**src/rtl/rs232_pkg.sv**
```systemverilog
// Shared constants for the RS232 link: bit timing, data width and receiver state codes.
package rs232_pkg;

  localparam int CLK_PER_BIT_9600 = 5208;
  localparam int DATA_W           = 8;

  localparam logic [2:0] S_IDLE      = 3'd0;
  localparam logic [2:0] S_START     = 3'd1;
  localparam logic [2:0] S_DATA      = 3'd2;
  localparam logic [2:0] S_STOP      = 3'd3;
  localparam logic [2:0] S_WAIT_IDLE = 3'd4;

endpackage

```
**src/rtl/rs232_sync.sv**
```systemverilog
// Multi-flop synchroniser for asynchronous inputs; resets to all-ones so an idle-high line
// does not produce a spurious edge when reset is released.
module rs232_sync #(
  parameter int WIDTH  = 1,
  parameter int STAGES = 2
) (
  input  logic             clk,
  input  logic             n_rst,
  input  logic [WIDTH-1:0] d,
  output logic [WIDTH-1:0] q
);

  logic [WIDTH-1:0] stage_reg [STAGES];

  always_ff @(posedge clk or negedge n_rst) begin
    if (!n_rst) begin
      for (int i = 0; i < STAGES; i++) stage_reg[i] <= '1;
    end else begin
      stage_reg[0] <= d;
      for (int i = 1; i < STAGES; i++) stage_reg[i] <= stage_reg[i-1];
    end
  end

  assign q = stage_reg[STAGES-1];

endmodule

```
**src/rtl/rs232_rx.sv**
```systemverilog
// 8N1 UART receiver: validates the start bit at half a bit, then samples data and stop bits
// once per bit period, LSB first.
module rs232_rx
  import rs232_pkg::*;
#(
  parameter int CLK_PER_BIT = CLK_PER_BIT_9600,
  parameter int HALF_BIT    = CLK_PER_BIT / 2,
  parameter int CNT_W       = 13
) (
  input  logic              clk,
  input  logic              n_rst,
  input  logic              rx,
  output logic [DATA_W-1:0] data,
  output logic              data_valid,
  output logic              frame_err,
  output logic              busy
);

  localparam logic [CNT_W-1:0] HALF_LAST = CNT_W'(HALF_BIT - 1);
  localparam logic [CNT_W-1:0] BIT_LAST  = CNT_W'(CLK_PER_BIT - 1);
  localparam logic [2:0]       IDX_LAST  = 3'(DATA_W - 1);

  logic              rx_s;
  logic              rx_s_d_reg;
  logic              fall;
  logic [2:0]        state_reg, state_next;
  logic [CNT_W-1:0]  cnt_reg, cnt_next;
  logic [2:0]        bit_idx_reg, bit_idx_next;
  logic [DATA_W-1:0] shift_reg, shift_next;
  logic [DATA_W-1:0] data_reg, data_next;
  logic              data_valid_reg, data_valid_next;
  logic              frame_err_reg, frame_err_next;

  rs232_sync #(.WIDTH(1), .STAGES(2)) u_sync (
    .clk   (clk),
    .n_rst (n_rst),
    .d     (rx),
    .q     (rx_s)
  );

  assign fall = rx_s_d_reg & ~rx_s;

  always_comb begin
    state_next      = state_reg;
    cnt_next        = cnt_reg;
    bit_idx_next    = bit_idx_reg;
    shift_next      = shift_reg;
    data_next       = data_reg;
    data_valid_next = 1'b0;
    frame_err_next  = 1'b0;
    case (state_reg)
      S_IDLE: begin
        if (fall) begin
          state_next = S_START;
          cnt_next   = '0;
        end
      end
      S_START: begin
        if (cnt_reg == HALF_LAST) begin
          // A start bit that is already high again at mid-bit was only a glitch.
          cnt_next     = '0;
          bit_idx_next = '0;
          state_next   = rx_s ? S_IDLE : S_DATA;
        end else begin
          cnt_next = cnt_reg + 1'b1;
        end
      end
      S_DATA: begin
        if (cnt_reg == BIT_LAST) begin
          cnt_next   = '0;
          shift_next = {rx_s, shift_reg[DATA_W-1:1]};
          if (bit_idx_reg == IDX_LAST) state_next = S_STOP;
          else bit_idx_next = bit_idx_reg + 1'b1;
        end else begin
          cnt_next = cnt_reg + 1'b1;
        end
      end
      S_STOP: begin
        if (cnt_reg == BIT_LAST) begin
          cnt_next = '0;
          if (rx_s) begin
            data_next       = shift_reg;
            data_valid_next = 1'b1;
            state_next      = S_IDLE;
          end else begin
            frame_err_next = 1'b1;
            state_next     = S_WAIT_IDLE;
          end
        end else begin
          cnt_next = cnt_reg + 1'b1;
        end
      end
      S_WAIT_IDLE: begin
        // Held-low line (break or fault): wait for idle before looking for a new start edge.
        if (rx_s) state_next = S_IDLE;
      end
      default: state_next = S_IDLE;
    endcase
  end

  always_ff @(posedge clk or negedge n_rst) begin
    if (!n_rst) begin
      rx_s_d_reg     <= 1'b1;
      state_reg      <= S_IDLE;
      cnt_reg        <= '0;
      bit_idx_reg    <= '0;
      shift_reg      <= '0;
      data_reg       <= '0;
      data_valid_reg <= 1'b0;
      frame_err_reg  <= 1'b0;
    end else begin
      rx_s_d_reg     <= rx_s;
      state_reg      <= state_next;
      cnt_reg        <= cnt_next;
      bit_idx_reg    <= bit_idx_next;
      shift_reg      <= shift_next;
      data_reg       <= data_next;
      data_valid_reg <= data_valid_next;
      frame_err_reg  <= frame_err_next;
    end
  end

  assign data       = data_reg;
  assign data_valid = data_valid_reg;
  assign frame_err  = frame_err_reg;
  assign busy       = (state_reg != S_IDLE);

endmodule

```
**config.mk**
```make
export PLATFORM = sky130hd
export DESIGN_NAME = rs232_rx
export DESIGN_NICKNAME = d
export VERILOG_FILES = /design/src/rtl/rs232_pkg.sv /design/src/rtl/rs232_sync.sv /design/src/rtl/rs232_rx.sv
export SDC_FILE = /design/constraint.sdc
export NUM_CORES = 1
export LEC_CHECK = 0
export CORE_MARGIN = 2
export CORE_UTILIZATION = 35
export CTS_CLUSTER_DIAMETER = 150
export DETAILED_ROUTE_END_ITERATION = 7
export GPL_TIMING_DRIVEN = 0
export PLACE_DENSITY_LB_ADDON = 0.08
export RECOVER_POWER = 25
export SLEW_MARGIN = 5
export SYNTH_ARGS = -nofsm -noshare
export SYNTH_HDL_FRONTEND = slang
export SYNTH_SLANG_ARGS = --single-unit
```
**constraint.sdc**
```tcl
create_clock -name clk -period 2.8 [get_ports clk]
set_input_delay 0.28 -clock clk [delete_from_list [all_inputs] [get_ports clk]]
set_output_delay 0.28 -clock clk [all_outputs]
set_load 0.01 [all_outputs]
```
Word level (Yosys, flattened, before mapping)
Index checks and enable logic that the tools add are counted.

Add/sub/neg operators: 2. Eq/ne operators: 14. Mux-type cells: 23. Bitwise operators: 2. Reductions and logical operators: 10.

Operators with widths (number): $mux W13 (3); $pmux W13 S3 (1); $mux W3 (10); $pmux W3 S5 (1); $add A13 B1 Y13 const B (1); $eq A13 B12 Y1 const B (1); $eq A13 B13 Y1 const B (1); $ne A2 B2 Y1 const B (6); $eq A3 B2 Y1 const B (2); $eq A3 B3 Y1 const B (2); $mux W1 (6); $pmux W3 S2 (1); $reduce_and A6 Y1 (1); $reduce_bool A3 Y1 (2); $reduce_and A2 Y1 (2); $reduce_and A4 Y1 (1); $add A3 B1 Y3 const B (1); $eq A3 B1 Y1 const B (1); $logic_not A3 Y1 (1); $reduce_and A3 Y1 (1); $mux W2 (1); $ne A2 B1 Y1 const B (1); $reduce_bool A2 Y1 (1); $reduce_or A2 Y1 (1); 2 further kinds (2).

Register bits after elaboration: 40. Bits of input ports: 3. Output and inout port bits: 11. Word-level logic and storage cells: 61.

Depth between registers and ports, before layout
Word-level depth: 4. Gate-level depth with buffers: 7. Gate-level depth less buffers: 6.

Hierarchy
Synthesis repeated with hierarchy kept, for this count alone.

Cells, all modules: 162. Area total of the unflattened synthesis: 1893.1 um^2.

By module, submodules not included: rs232_rx (instances 1, cells an instance 160, area each 1840.5 um^2, seq. area each 952.2 um^2); rs232_sync (instances 1, cells an instance 2, area each 52.6 um^2, seq. area each 52.6 um^2).

Worst setup path after synthesis
Ideal clock, no wire load.

Path kind: register -> register. Start point: register cnt_reg[0]. End point: register cnt_reg[11]. Setup time: 0.126 ns. Data arrival time: 1.769 ns. Data required time: 2.674 ns. Setup slack: 0.905 ns. Stages on the path, launching flop included: 8. Buffers on the path: 1. Period minus slack after synthesis: 1.895 ns. Cells stage by stage: dfrtp_1 -> ha_1 -> nor3b_4 -> nand4_1 -> a22o_1 -> buf_6 -> and3_1 -> a221o_1.

Word-level cells in the longest chain between the ends: 3. Elaborated cells between the ends (all ways): 6. Those cells by class: add/sub (1); eq/ne (2); mux (3).

RTL lines: start: declaration (RTL line rs232_rx.sv:27) `logic [CNT_W-1:0] cnt_reg, cnt_next;`; start signal: assignment (RTL line rs232_rx.sv:114) `cnt_reg <= cnt_next;`; $add A13 B1 Y13, or another cell as far along (RTL line rs232_rx.sv:65, rs232_rx.sv:75, rs232_rx.sv:90); $mux W13, on equally long branches (RTL line rs232_rx.sv:69, rs232_rx.sv:79, rs232_rx.sv:59); $pmux W13 S3 * (RTL line rs232_rx.sv:51) `case (state_reg)`.

Every way passes the cells marked *; elsewhere a longest branch is shown, timed or not. A chain may end at the register's enable or synchronous reset.

Worst setup path after layout
Same ends and word-level chain as after synthesis.

==> impl_metrics.csv <==
group,metric,value,unit
route,wl_per_cell,14.9,um
cts,clock_latency,0.29,ns
cells_and_area,fin_area,0.00233,mm^2
floorplan,rows,27,
yosys,synth_top_flop_cell,"dfrtp_1",
yosys,synth-seq-cells,40,
yosys,yosys_warnings,0,
yosys,synth_fp_nets,184,
timing,drv_slew,0,
critical_path,reg2regPathDepth,6,
timing,worst_pin_slew,0.871,ns
critical_path,r2r_slack,0.53,ns
cells_and_area,largest_register_ffs,13,
floorplan,die-height,79.1,um
timing,finalCriticalPeriod,2.27,ns
route,finalWirelength,4060,um
yosys,synth_area_leaders,"dfrtp_1, mux2_2, dfstp_2",
cells_and_area,nets,206,
route,first_iter_violations,64,
yosys,synth_enable_flop_cells,0,
timing,rsz0062_at_grt,"false",
cells_and_area,drive_above_1_share,19.4,%
floorplan,io_pins,14,
global_route,grt_pass1_vias,1482,
pwr,power_leakage,1.02,nW
timing,fin_skew,0.00731,ns
pwr,switchingPower,0.277,mW
pwr,powerDensity,498,mW/mm^2
critical_path,criticalPathCategory,"reg -> reg",
cts,postCtsSetupBuffers,0,
yosys,synthCells,178,
global_route,grt_pass1_wl,7040,um
route,antenna_left,0,
yosys,yosys.area.top_type_share,47.0,%
critical_path,required,2.98,ns
timing,hold_viol_final,0,
cts,cts_root_buffer,"clkbuf_8",
pwr,clkPwrFrac,41.9,%
global_route,antenna_found_initial,0,
yosys,synthArstFlopShare,100,%
placed_design,routabilityCongestion,0.803,
placed_design,portBuffers,13,
cells_and_area,insertedDiodeCount,0,
job,cap_violations,0,
yosys,synth_top_area_cell,"dfrtp_1",
pwr,p_seq_share,51.4,%
pwr,p_int,0.883,mW
cts,cts.path.max_buffers,2,
hold_path,hold_path.startpoint,"u_sync.stage_reg[1]",
cts,htreeDepth,2,
pwr,peakVddDrop,0.275,mV
critical_path,arrival,2.45,ns
pwr,power.share.switching,23.9,%
yosys,syn-cell-area,0.00197,mm^2
placed_design,placed_area,0.00221,mm^2
hold_path,hp-class,"reg -> reg",
route,firstDrtPassIters,4,
cts,path_clk_slew,0.08,ns
cts,cts.sink_count,40,
global_route,grt-ovfl-total,0,
cts,cts_buffers,5,
pwr,pwr-share-comb,6.7,%
timing,fin_crit_sh,80.9,%
outcome,status,"finished, final reports clean",
global_route,grt_max_degree,27,
critical_path,cp_max_fo,5,
yosys,synthDistinctLibCells,43,
yosys,syn_avg_cell_area,11.1,um^2
yosys,yosysSeqAreaShare,51.0,%
critical_path,crit_path_end_kind,"flip-flop",
critical_path,regToRegStartpoint,"cnt_reg[0]",
hold_path,hold-path-endpoint,"u_sync.q",
critical_path,crit_path_start,"cnt_reg[0]",
timing,finalSetupTns,0,ns
critical_path,r2r_end,"cnt_reg[11]",
global_route,grtUsageTotal,14.5,%
floorplan,initial_core_util,36.0,%
route,viasPerCell,5.32,
timing,fmax,441,MHz
timing,report.final.setup_viol,0,
floorplan,die_w,79.1,um
floorplan,die_area,0.00625,mm^2
route,via_count,1453,
cts,cts_tree,"built",
hold_path,holdPathStages,0,
timing,worst_slew_margin_rel,41.9,%
cells_and_area,area_growth,18.2,%
floorplan,core,0.00547,mm^2
critical_path,worst_setup_path_start_kind,"flip-flop",
placed_design,detailed_place_hpwl,2990,um
route,drcViolationCount,0,
power groups by stage:
| stage | registers [mW] | clock network (mW) | logic (mW) |
|---|---|---|---|
| floorplan | 0.606 | 0 | 0.0442 |
| CTS | 0.597 | 0.507 | 0.0804 |
| detailed placement | 0.608 | 0 | 0.0789 |
| finish | 0.597 | 0.486 | 0.0782 |
| global placement | 0.608 | 0 | 0.0750 |
| global route | 0.597 | 0.534 | 0.0890 |
how the worst max path moves through the flow:
| stage | endpoint | slack [ns] | cells after the start |
|---|---|---|---|
| after floorplan | cnt_reg[11] | 0.90 | 7 |
| after global placement | shift_reg[7] | 0.46 | 1 |
| after global routing | cnt_reg[11] | 0.36 | 6 |
| final | cnt_reg[11] | 0.53 | 6 |
| after CTS | cnt_reg[11] | 0.55 | 6 |
| after detailed placement | cnt_reg[11] | 0.57 | 6 |
cells by family (layout without fill, tap and decap cells):
| family | count (synthesis) | count (layout) | synth area share (%) |
|---|---|---|---|
| AOI/OAI and AO/OA | 31 | 31 | 10.5 |
| DFF | 40 | 40 | 51.0 |
| muxes | 17 | 17 | 9.64 |
| adders and majority gates | 3 | 3 | 1.90 |
| buffers and inverters | 11 | 34 | 3.49 |
| and+or+nand+nor | 76 | 76 | 23.5 |
metrics by stage:
stage               utilization [%]  worst slack [ns]  cells  hold WS, ns  power, mW
floorplan                         -             0.905    178      -0.0156      0.650
global placement               40.1             0.461    263        0.347      0.683
detailed placement             40.3             0.572    264        0.217      0.687
CTS                            42.6             0.553    273        0.362       1.18
global route                   42.6             0.359    273        0.370       1.22
finish                         42.6             0.535    273        0.364       1.16
final cells by class:
class,instances,area (um^2)
multi-input combinational,127,898
inverter,2,7.51
timing repair buffer,15,154
buffer,9,61.3
fill,558,3140
sequential,40,1000
tap,72,90.1
clock buffer,5,68.8
clock inverter,3,46.3
repair_timing:
item | CTS | global route
hold endpoints to repair | 14 | 0
hold buffers | 1 | 0
resized for setup | 0 | 0
endpoints found under the setup margin | 0 | 0
worst max-delay path, cell delays in order (launching register included):
cell and delay (ns):
dfrtp_1 0.41, ha_1 0.23, nor3b_4 0.27, nand4_1 0.24, a22oi_1 0.48, nor2_1 0.20
a221o_1 0.33
cells in the final DEF (no fill, tap or decap), drive strengths merged, types with 3 or more instances in the layout:
| cell | n |
|---|---|
| dfrtp | 37 |
| mux2 | 16 |
| nand2 | 14 |
| nand3 | 12 |
| clkdlybuf4s50 | 11 |
| nor2 | 9 |
| o21ai | 9 |
| buf | 9 |
| nand4 | 7 |
| clkbuf | 7 |
| nand2b | 5 |
| a21oi | 5 |
| o311ai | 5 |
| nor2b | 4 |
| a22o | 4 |
| a31oi | 4 |
| nor3b | 4 |
| and3 | 3 |
| nor3 | 3 |
| ha | 3 |
| inv | 3 |
| dfstp | 3 |
per-layer routing:
layer / part of all wire [%] / GRT usage [%] / vias up
li1: - / - / 706
met3: 2.9 / 4.43 / 4
met2: 49 / 22.5 / 20
met5: 0 / 0 / -
met4: 0.94 / 5.86 / 0
met1: 47 / 19.0 / 723
cells in the mapped netlist (2+ instances only):
| master | instances |
|---|---|
| dfrtp_1 | 37 |
| mux2_2 | 16 |
| nand2_1 | 14 |
| nand3_1 | 12 |
| nor2_1 | 8 |
| o21ai_0 | 8 |
| nand4_1 | 6 |
| a21oi_1 | 5 |
| nand2b_1 | 5 |
| o311ai_0 | 5 |
| a22o_1 | 4 |
| a31oi_1 | 4 |
| buf_2 | 4 |
| nor2b_1 | 4 |
| and3_1 | 3 |
| buf_6 | 3 |
| dfstp_2 | 3 |
| ha_1 | 3 |
| nor3_1 | 3 |
| nor3b_1 | 3 |
| and3b_1 | 2 |
| inv_1 | 2 |
| nor4_1 | 2 |
| or3_1 | 2 |
| or4_1 | 2 |
(Power assumes the default switching activity.)
